==> config.mk <==
export PLATFORM = sky130hd
export DESIGN_NAME = fetch_ctrl
export DESIGN_NICKNAME = d
export VERILOG_FILES = /design/src/rtl/fetch_ctrl.sv
export SDC_FILE = /design/constraint.sdc
export NUM_CORES = 1
export LEC_CHECK = 0
export CORE_ASPECT_RATIO = 1.1
export CORE_UTILIZATION = 48
export CTS_BUF_LIST = sky130_fd_sc_hd__clkbuf_2 sky130_fd_sc_hd__clkbuf_4 sky130_fd_sc_hd__clkbuf_8
export CTS_CLUSTER_DIAMETER = 40
export DETAILED_ROUTE_END_ITERATION = 8
export PLACE_DENSITY_LB_ADDON = 0.2
export SYNTH_ARGS = -nofsm -noshare
export SYNTH_HDL_FRONTEND = slang
export SYNTH_SLANG_ARGS = --single-unit
==> constraint.sdc <==
create_clock -name CLK -period 5.6 [get_ports CLK]
set_input_delay 0.84 -clock CLK [delete_from_list [all_inputs] [get_ports CLK]]
set_output_delay 0.84 -clock CLK [all_outputs]
set_load 0.05 [all_outputs]
==> src/rtl/fetch_ctrl.sv <==
// Fetch-stage sequencer: post-reset hold, redirect arbitration (exception, eret, branch)
// and a deferred branch target that is applied once a hazard freeze releases.
module fetch_ctrl #(
    parameter int          RESET_HOLD = 2,
    parameter logic [31:0] EXC_VECTOR = 32'h0000_4180
) (
    input  logic        CLK,
    input  logic        Reset,
    input  logic        StallReq,
    input  logic        RedirReq,
    input  logic [31:0] RedirTarget,
    input  logic        ExcReq,
    input  logic        EretReq,
    input  logic [31:0] EPC,
    output logic        Stall,
    output logic        PCSel,
    output logic [31:0] NPCOut,
    output logic        FlushD,
    output logic        Pending,
    output logic [15:0] RedirCount
);

    typedef enum logic [1:0] {HOLD, RUN, PEND} state_t;

    localparam logic [3:0] HOLD_LAST = 4'(RESET_HOLD - 1);

    state_t      state, next_state;
    logic [3:0]  holdcnt;
    logic [31:0] pend_tgt;
    logic        load_pend;

    always_ff @(posedge CLK) begin
        if (Reset) begin
            state      <= (RESET_HOLD == 0) ? RUN : HOLD;
            holdcnt    <= 4'd0;
            pend_tgt   <= 32'd0;
            RedirCount <= 16'd0;
        end else begin
            state <= next_state;
            if (state == HOLD)
                holdcnt <= holdcnt + 4'd1;
            if (load_pend)
                pend_tgt <= RedirTarget;
            // Only an actual PC load counts; a held PEND redirect does not.
            if (PCSel && !Stall)
                RedirCount <= RedirCount + 16'd1;
        end
    end

    always_comb begin
        next_state = state;
        Stall      = 1'b0;
        PCSel      = 1'b0;
        NPCOut     = 32'd0;
        FlushD     = 1'b0;
        Pending    = 1'b0;
        load_pend  = 1'b0;
        if (Reset) begin
            // Keeps fetch frozen while reset is held, even when RESET_HOLD=0.
            Stall = 1'b1;
        end else begin
            case (state)
                HOLD: begin
                    Stall = 1'b1;
                    if (holdcnt == HOLD_LAST)
                        next_state = RUN;
                end
                RUN, PEND: begin
                    if (ExcReq || EretReq) begin
                        PCSel      = 1'b1;
                        NPCOut     = ExcReq ? EXC_VECTOR : EPC;
                        FlushD     = 1'b1;
                        next_state = RUN;
                    end else if (state == PEND) begin
                        // The stalled branch is still in D, so a re-asserted RedirReq is ignored.
                        PCSel   = 1'b1;
                        NPCOut  = pend_tgt;
                        Stall   = StallReq;
                        Pending = 1'b1;
                        if (!StallReq)
                            next_state = RUN;
                    end else if (RedirReq && !StallReq) begin
                        PCSel  = 1'b1;
                        NPCOut = RedirTarget;
                    end else if (RedirReq) begin
                        Stall      = 1'b1;
                        load_pend  = 1'b1;
                        next_state = PEND;
                    end else if (StallReq) begin
                        Stall = 1'b1;
                    end
                end
                default: begin
                    Stall      = 1'b1;
                    next_state = HOLD;
                end
            endcase
        end
    end

endmodule
Word-level counts from Yosys, hierarchy flattened
Cells that the tools add are included.

cells by class
  reduce and logical (&&, ||, !) cells = 8
  $add $sub $neg = 2
  multiplexer cells = 38
  equality and inequality tests = 7

operator list
  operator                                                                number
  32-bit 2-to-1 mux                                                       6
  1-bit 2-to-1 mux                                                        25
  16-bit by 1-bit adder with 16-bit output (second input constant)        1
  2-bit 2-to-1 mux                                                        6
  4-bit != test (second input constant)                                   3
  4-bit by 1-bit adder with 4-bit output (second input constant)          1
  4-bit by 1-bit equality test with 1-bit output (second input constant)  1
  2-bit case mux with 2 select lines                                      1
  4-bit AND reduction                                                     1
  2-bit by 1-bit equality test with 1-bit output (second input constant)  1
  2-bit equality test (second input constant)                             1
  1-bit logical AND                                                       2
  1-bit zero test                                                         2
  2-bit zero test                                                         1
  2-bit by 1-bit != test with 1-bit output (second input constant)        1
  2-bit OR reduction                                                      1
  1-bit logical OR                                                        1

word-level totals
  word-level logic and storage cells = 59
  register bits = 54
  input bits = 70
  output and inout bits = 52

Logic depth before layout (Yosys ltp)
Gate-level depths: netlist of run 1.

  depth after elaboration = 9
  gate-level depth with buffers = 10
  depth with buffers taken out = 6

Least setup slack after synthesis of run 1
No wires, ideal clock.

  kind = input to output
  from = input port Reset
  to = output port NPCOut[21]
  cell stages on the path = 6
  data arrival time = 2,805 ps
  required time = 4,760 ps
  setup slack = 1,955 ps
  buffers on the path = 2
  cell sequence = nand2b_2 -> nor2_1 -> clkbuf_1 -> clkbuf_1 -> o21ai_0 -> nor3_1

on the way
  word-level cells in the longest chain between the ends = 1

ends and longest elaborated chain
  item                line  RTL
  start: declaration  8     input logic Reset,
  32-bit 2-to-1 mux   58    if (Reset) begin
  end: declaration    17    output logic [31:0] NPCOut,

No other way between the ends.

Worst setup path in the final report of run 1
  from = input port RedirReq
  to = output port NPCOut[0]

on the way
  word-level cells in the longest chain between the ends = 6

ends and longest elaborated chain
  item                line  RTL
  start: declaration  10    input logic RedirReq,
  1-bit logical AND   82    end else if (RedirReq && !StallReq) begin
  32-bit 2-to-1 mux   82
  32-bit 2-to-1 mux   74    end else if (state == PEND) begin
  32-bit 2-to-1 mux   69    if (ExcReq || EretReq) begin
  32-bit 2-to-1 mux   62    case (state)
  32-bit 2-to-1 mux   58

No other way between the ends.

==> results.cfg, run 1 <==
[routing]
dr.pass1.iters = 4
wl_per_cell_um = 14.3
drtAntennaViolNets = 0
avgViaCountPerCell = 5.62
drt_iter0_drc = 154
drcViolationCount = 0
wirelength_mm = 8.76
vias = 3448

[synth]
synth_edf_count = 0
synth.ff_latch_count = 54
ys_seq_area_share_pct = 35.7
syn-mean-instance-area_um2 = 6.93
yosysUniqueCellTypes = 35
ys.flop_type = dfxtp_1
ys_async_sr_fraction_pct = 0
synthCells = 437
synth.cell_area_um2 = 3030
synth_warnings = 0
synth_nets = 515

[global_routing]
grt_pass1_wl_mm = 14.4
grt_start_max_net_pins = 56
grt_busiest_layer = met2
overflow = 0
grt_usage_pct = 26.9
grt_util_met3_pct = 3.98
antenna_found_initial = 0
grt_util_met2_pct = 45.1
gr-usage-met1_pct = 35.0
grt_pass1_vias = 3105

[clock_network]
cts.clk_slew.worst_paths_ns = 0.09
cts_sinks = 54
insertion_delay_ns = 0.31
cts_max_level = 2
cts_buffers = 5
root_buffer = clkbuf_8
clk_path_buf_depth = 2
holdBufCountCts = 0
cts_tree = built
cts_setup_buffers = 0
cts_resized = 0

[placed_design]
io_buffer_count = 121
place_area_um2 = 4240
placedCellCount = 606
dp_hpwl_mm = 6.11
finalWeightedCongestion = 0.924
place_ws_ns = 1.26

[die]
ioPinCount = 122
die_h_um = 85.3
fp.coreArea_um2 = 5910
dieArea_um2 = 6630
initial_core_util_pct = 51.2
dieWidth_um = 77.7
rows = 29

[worst_setup_path]
cp.required_ns = 4.76
cp.arrival_ns = 3.50
critPathLaunchType = input pin
crit_type = input pin to output port
crit_path_end_kind = output port
worstPathMaxFanout = 18

[power]
worst_ir_drop_vdd_mv = 0.159
p_leak_nw = 1.51
power_density_nw_per_um2 = 228

[outcome]
status = finished clean

[timing]
finalHoldViolations = 0
post-route-worst-setup-slack_ns = 1.26
relSlewSlack_pct = 27.6
fmax_mhz = 230
setup_tns_ns = 0
worst_slew_pin_slew_ns = 1.09
rsz0062_at_grt = no
finalMaxSlewViolations = 0
fin_crit_ns = 4.34
setup_violations = 0
clock_skew_ns = 0.00342
post-route-period-util_pct = 77.6

[layout]
post_layout_nonfiller_instances = 614
area_growth_pct = 43.2
nets = 614
diodes = 0
final_layout_size_suffix_gt1_share_pct = 3.35
fin_util_pct = 73.3
design_area_um2 = 4340

[job]
cap_viol_max_count = 0

[worst_hold_path]
hp-class = register to register
==> cell type report <==
class	count	area [um^2]
multi-input combinational	338	1780
fill	480	1580
timing repair buffer	126	1240
sequential	54	1080
tap	77	96.3
clock buffer	7	90.1
inverter	11	41.3
clock inverter	1	5.00
==> worst max-delay path, stage by stage <==
cell,delay [ns]
clkdlybuf4s50_1,0.54
nor2b_2,0.60
buf_4,0.35
a21oi_1,0.10
nor3_1,0.22
clkdlybuf4s50_1,0.85
==> power breakdown <==
part	total (W)	switching [W]	leakage [nW]	internal, W
Combinational	0.000344	0.000205	1.02	0.000139
Sequential	0.000417	0.0000171	0.436	0.000399
Clock	0.000228	0.000123	0.0517	0.000105
==> logic make-up (layout without fill, tap and decap cells) <==
logic type / count (synthesis) / in the layout / synth area share (%)
buf+inv: 45 / 145 / 5.79
simple gates: 182 / 182 / 27.2
compound gates: 139 / 139 / 25.2
fa+ha+maj: 8 / 8 / 3.31
mux: 4 / 4 / 1.32
xor+xnor: 5 / 5 / 1.45
flops: 54 / 54 / 35.7
==> cells in the mapped netlist (3+ instances only) <==
library cell	n	share of area [%]
inv_1	11	1.4
nand2_1	75	9.3
nand4_1	6	1.2
o31ai_1	10	2.5
nor3_1	31	5.1
or4_1	8	2.0
o21ai_0	37	6.1
mux2i_1	4	1.3
or3_1	6	1.2
buf_2	5	0.83
a21oi_1	79	13
nor2b_1	3	0.62
clkbuf_1	27	3.3
ha_1	8	3.3
dfxtp_1	54	36
xor2_1	3	0.87
nand3_1	4	0.66
nor2_1	41	5.1
==> placed cells by master (no fill, tap or decap), drive strengths merged, types with 2 or more instances in the layout <==
cell / instances
nand4: 6
nor2: 41
clkdlybuf4s50: 120
o21ai: 38
nand2: 75
a211oi: 2
nor3b: 2
xor2: 3
dfxtp: 54
buf: 6
inv: 11
o41ai: 2
xnor2: 2
clkbuf: 7
o31ai: 10
or4: 8
or3: 6
mux2i: 4
o311ai: 2
a21oi: 79
nor3: 31
nor2b: 3
nand3: 4
nand2b: 2
ha: 8
a21o: 2
o2111ai: 2
==> worst paths after layout <==
check                                               from                          end  slack (ns)  depth (start not counted)
worst max register to register     state[0]$_SDFFE_PP0P_  RedirCount[15]$_SDFFE_PP0P_        2.46                          7
worst max-delay path                            RedirReq                    NPCOut[0]        1.26                          6
worst min register to register  pend_tgt[2]$_SDFFE_PP0P_     pend_tgt[2]$_SDFFE_PP0P_        0.46                          2
worst min-delay path            pend_tgt[2]$_SDFFE_PP0P_     pend_tgt[2]$_SDFFE_PP0P_        0.46                          2
==> state kept, by name, summed over array words and instances, names as in the netlist <==
| register | cells |
|---|---|
| state | 2 |
| holdcnt | 4 |
| RedirCount | 16 |
| pend_tgt | 32 |
==> metal layers <==
metal | share of wire, % | vias to the layer above | wire length [um]
met3 | 5.6 | 16 | 489
li1 | - | 1727 | -
met4 | 1.8 | 0 | 155
met1 | 45 | 1602 | 3920
met5 | 0 | - | 0
met2 | 48 | 103 | 4200
==> through the flow <==
step / hold WS (ns) / power, W
after floorplan: 0.436 / 0.000634
after CTS: 0.461 / 0.000990
after global routing: 0.478 / 0.00104
after detailed placement: 0.449 / 0.000766
after global placement: 0.442 / 0.000759
final: 0.461 / 0.000988
No activity file was read; power rests on OpenSTA's default activity.
==> run 2, diff against run 1 <==
- CORE_UTILIZATION: 48 -> 41
- clock period: 5.6 -> 3.95 ns (I/O delays scaled with it)
==> results.cfg, run 2 (synthesis results as in run 1) <==
[power]
power_w = 0.00148
power_density_nw_per_um2 = 314
p_leak_nw = 1.69
worst_ir_drop_vdd_mv = 0.186

[placed_design]
place_area_um2 = 4630
io_buffer_count = 121
dp_hpwl_mm = 6.62
finalWeightedCongestion = 0.833

[worst_setup_path]
critPathLaunchType = register
crit_path_end_kind = output port
cp.arrival_ns = 2.76
cp.required_ns = 3.36
crit_type = register to output port
worstPathMaxFanout = 22

[layout]
nets = 620
design_area_um2 = 4720
top_register = pend_tgt
area_growth_pct = 55.9
final_common_cell = clkdlybuf4s50_1
largest_reg_flops = 32
top_regs = pend_tgt x32, RedirCount x16, holdcnt x4
diodes = 0
layout_common_cells = clkdlybuf4s50_1 (86), a21oi_1 (79), nand2_1 (75)
final_layout_size_suffix_gt1_share_pct = 10.9
nFillCells = 622

[timing]
finalMaxSlewViolations = 0
setup_tns_ns = 0
post-route-period-util_pct = 84.9
relSlewSlack_pct = 24.6
fmax_mhz = 298
worst_slew_pin_slew_ns = 1.13
fin_crit_ns = 3.35
rsz0062_at_grt = no
setup_violations = 0
finalHoldViolations = 0
clock_skew_ns = 0.00763

[clock_network]
cts.clk_slew.worst_paths_ns = 0.11
cts_resized = 0
clk_path_buf_depth = 2
holdBufCountCts = 0
cts_buffers = 5
cts_setup_buffers = 0
cts_max_level = 2
root_buffer = clkbuf_8
cts_tree = built
cts_sinks = 54
insertion_delay_ns = 0.31

[routing]
dr.pass1.iters = 7
drtAntennaViolNets = 0
wl_per_cell_um = 15.1
wirelength_mm = 9.50
drcViolationCount = 22
drt_iter0_drc = 205
avgViaCountPerCell = 5.55
vias = 3487

[global_routing]
grt_usage_pct = 23.9
antenna_found_initial = 0
grt_start_max_net_pins = 56
grt_util_met3_pct = 3.33
grt_pass1_wl_mm = 15.2
grt_busiest_layer = met2
grt_pass1_vias = 3203
grt_util_met2_pct = 42.9
overflow = 0
gr-usage-met1_pct = 29.2

[die]
dieArea_um2 = 7730
die_h_um = 92.1
ioPinCount = 122
fp.coreArea_um2 = 7090
initial_core_util_pct = 42.7
dieWidth_um = 83.9
rows = 32

[outcome]
failed_checks = design-rule violations
status = complete, but fails checks

[job]
cap_viol_max_count = 0

[worst_hold_path]
hp-class = register to register
-- run 2: per-stage QoR --
step,cells,utilization (%),hold WS (ns),setup slack [ns]
after floorplan,437,-,0.436,0.713
after global placement,620,65.3,0.441,0.702
after detailed placement,620,65.3,0.447,0.690
after CTS,628,66.6,0.462,0.610
after global routing,628,66.6,0.481,0.462
final,628,66.6,0.461,0.598
-- run 2: path summary, 6_finish.rpt --
| path | from | end | slack [ns] | cells after the start |
|---|---|---|---|---|
| worst max register to register | state[0]$_SDFFE_PP0P_ | pend_tgt[3]$_SDFFE_PP0P_ | 1.21 | 6 |
| worst max-delay path | state[0]$_SDFFE_PP0P_ | NPCOut[1] | 0.60 | 8 |
| worst min register to register | pend_tgt[16]$_SDFFE_PP0P_ | pend_tgt[16]$_SDFFE_PP0P_ | 0.46 | 2 |
| worst min-delay path | pend_tgt[16]$_SDFFE_PP0P_ | pend_tgt[16]$_SDFFE_PP0P_ | 0.46 | 2 |
-- run 2: metal layers --
layer	wire, um	part of all wire [%]
met1	4050	43
met4	117	1.2
met5	0	0
met3	558	5.9
met2	4770	50
-- run 2: layout make-up --
type | count | area (um^2) | area share (%)
Multi-Input combinational cell | 338 | 1780 | 37.7
Inverter | 11 | 41.3 | 0.875
Clock inverter | 3 | 25.0 | 0.530
Timing Repair Buffer | 132 | 1620 | 34.3
Tap cell | 85 | 106 | 2.25
Sequential cell | 54 | 1080 | 22.9
Clock buffer | 5 | 68.8 | 1.46
-- run 2: power breakdown --
part	switching (W)	leakage (nW)	internal, W
sequential	0.0000235	0.436	0.000566
clock	0.000200	0.0447	0.000129
combinational	0.000311	1.21	0.000255
-- run 2: worst max-delay path: stages (launching register included) --
cell	delay (ns)
dfxtp_1	0.42
inv_1	0.12
ha_1	0.42
nand2b_2	0.17
nor2_2	0.30
buf_4	0.31
o21ai_0	0.14
nor3_1	0.37
buf_12	0.19
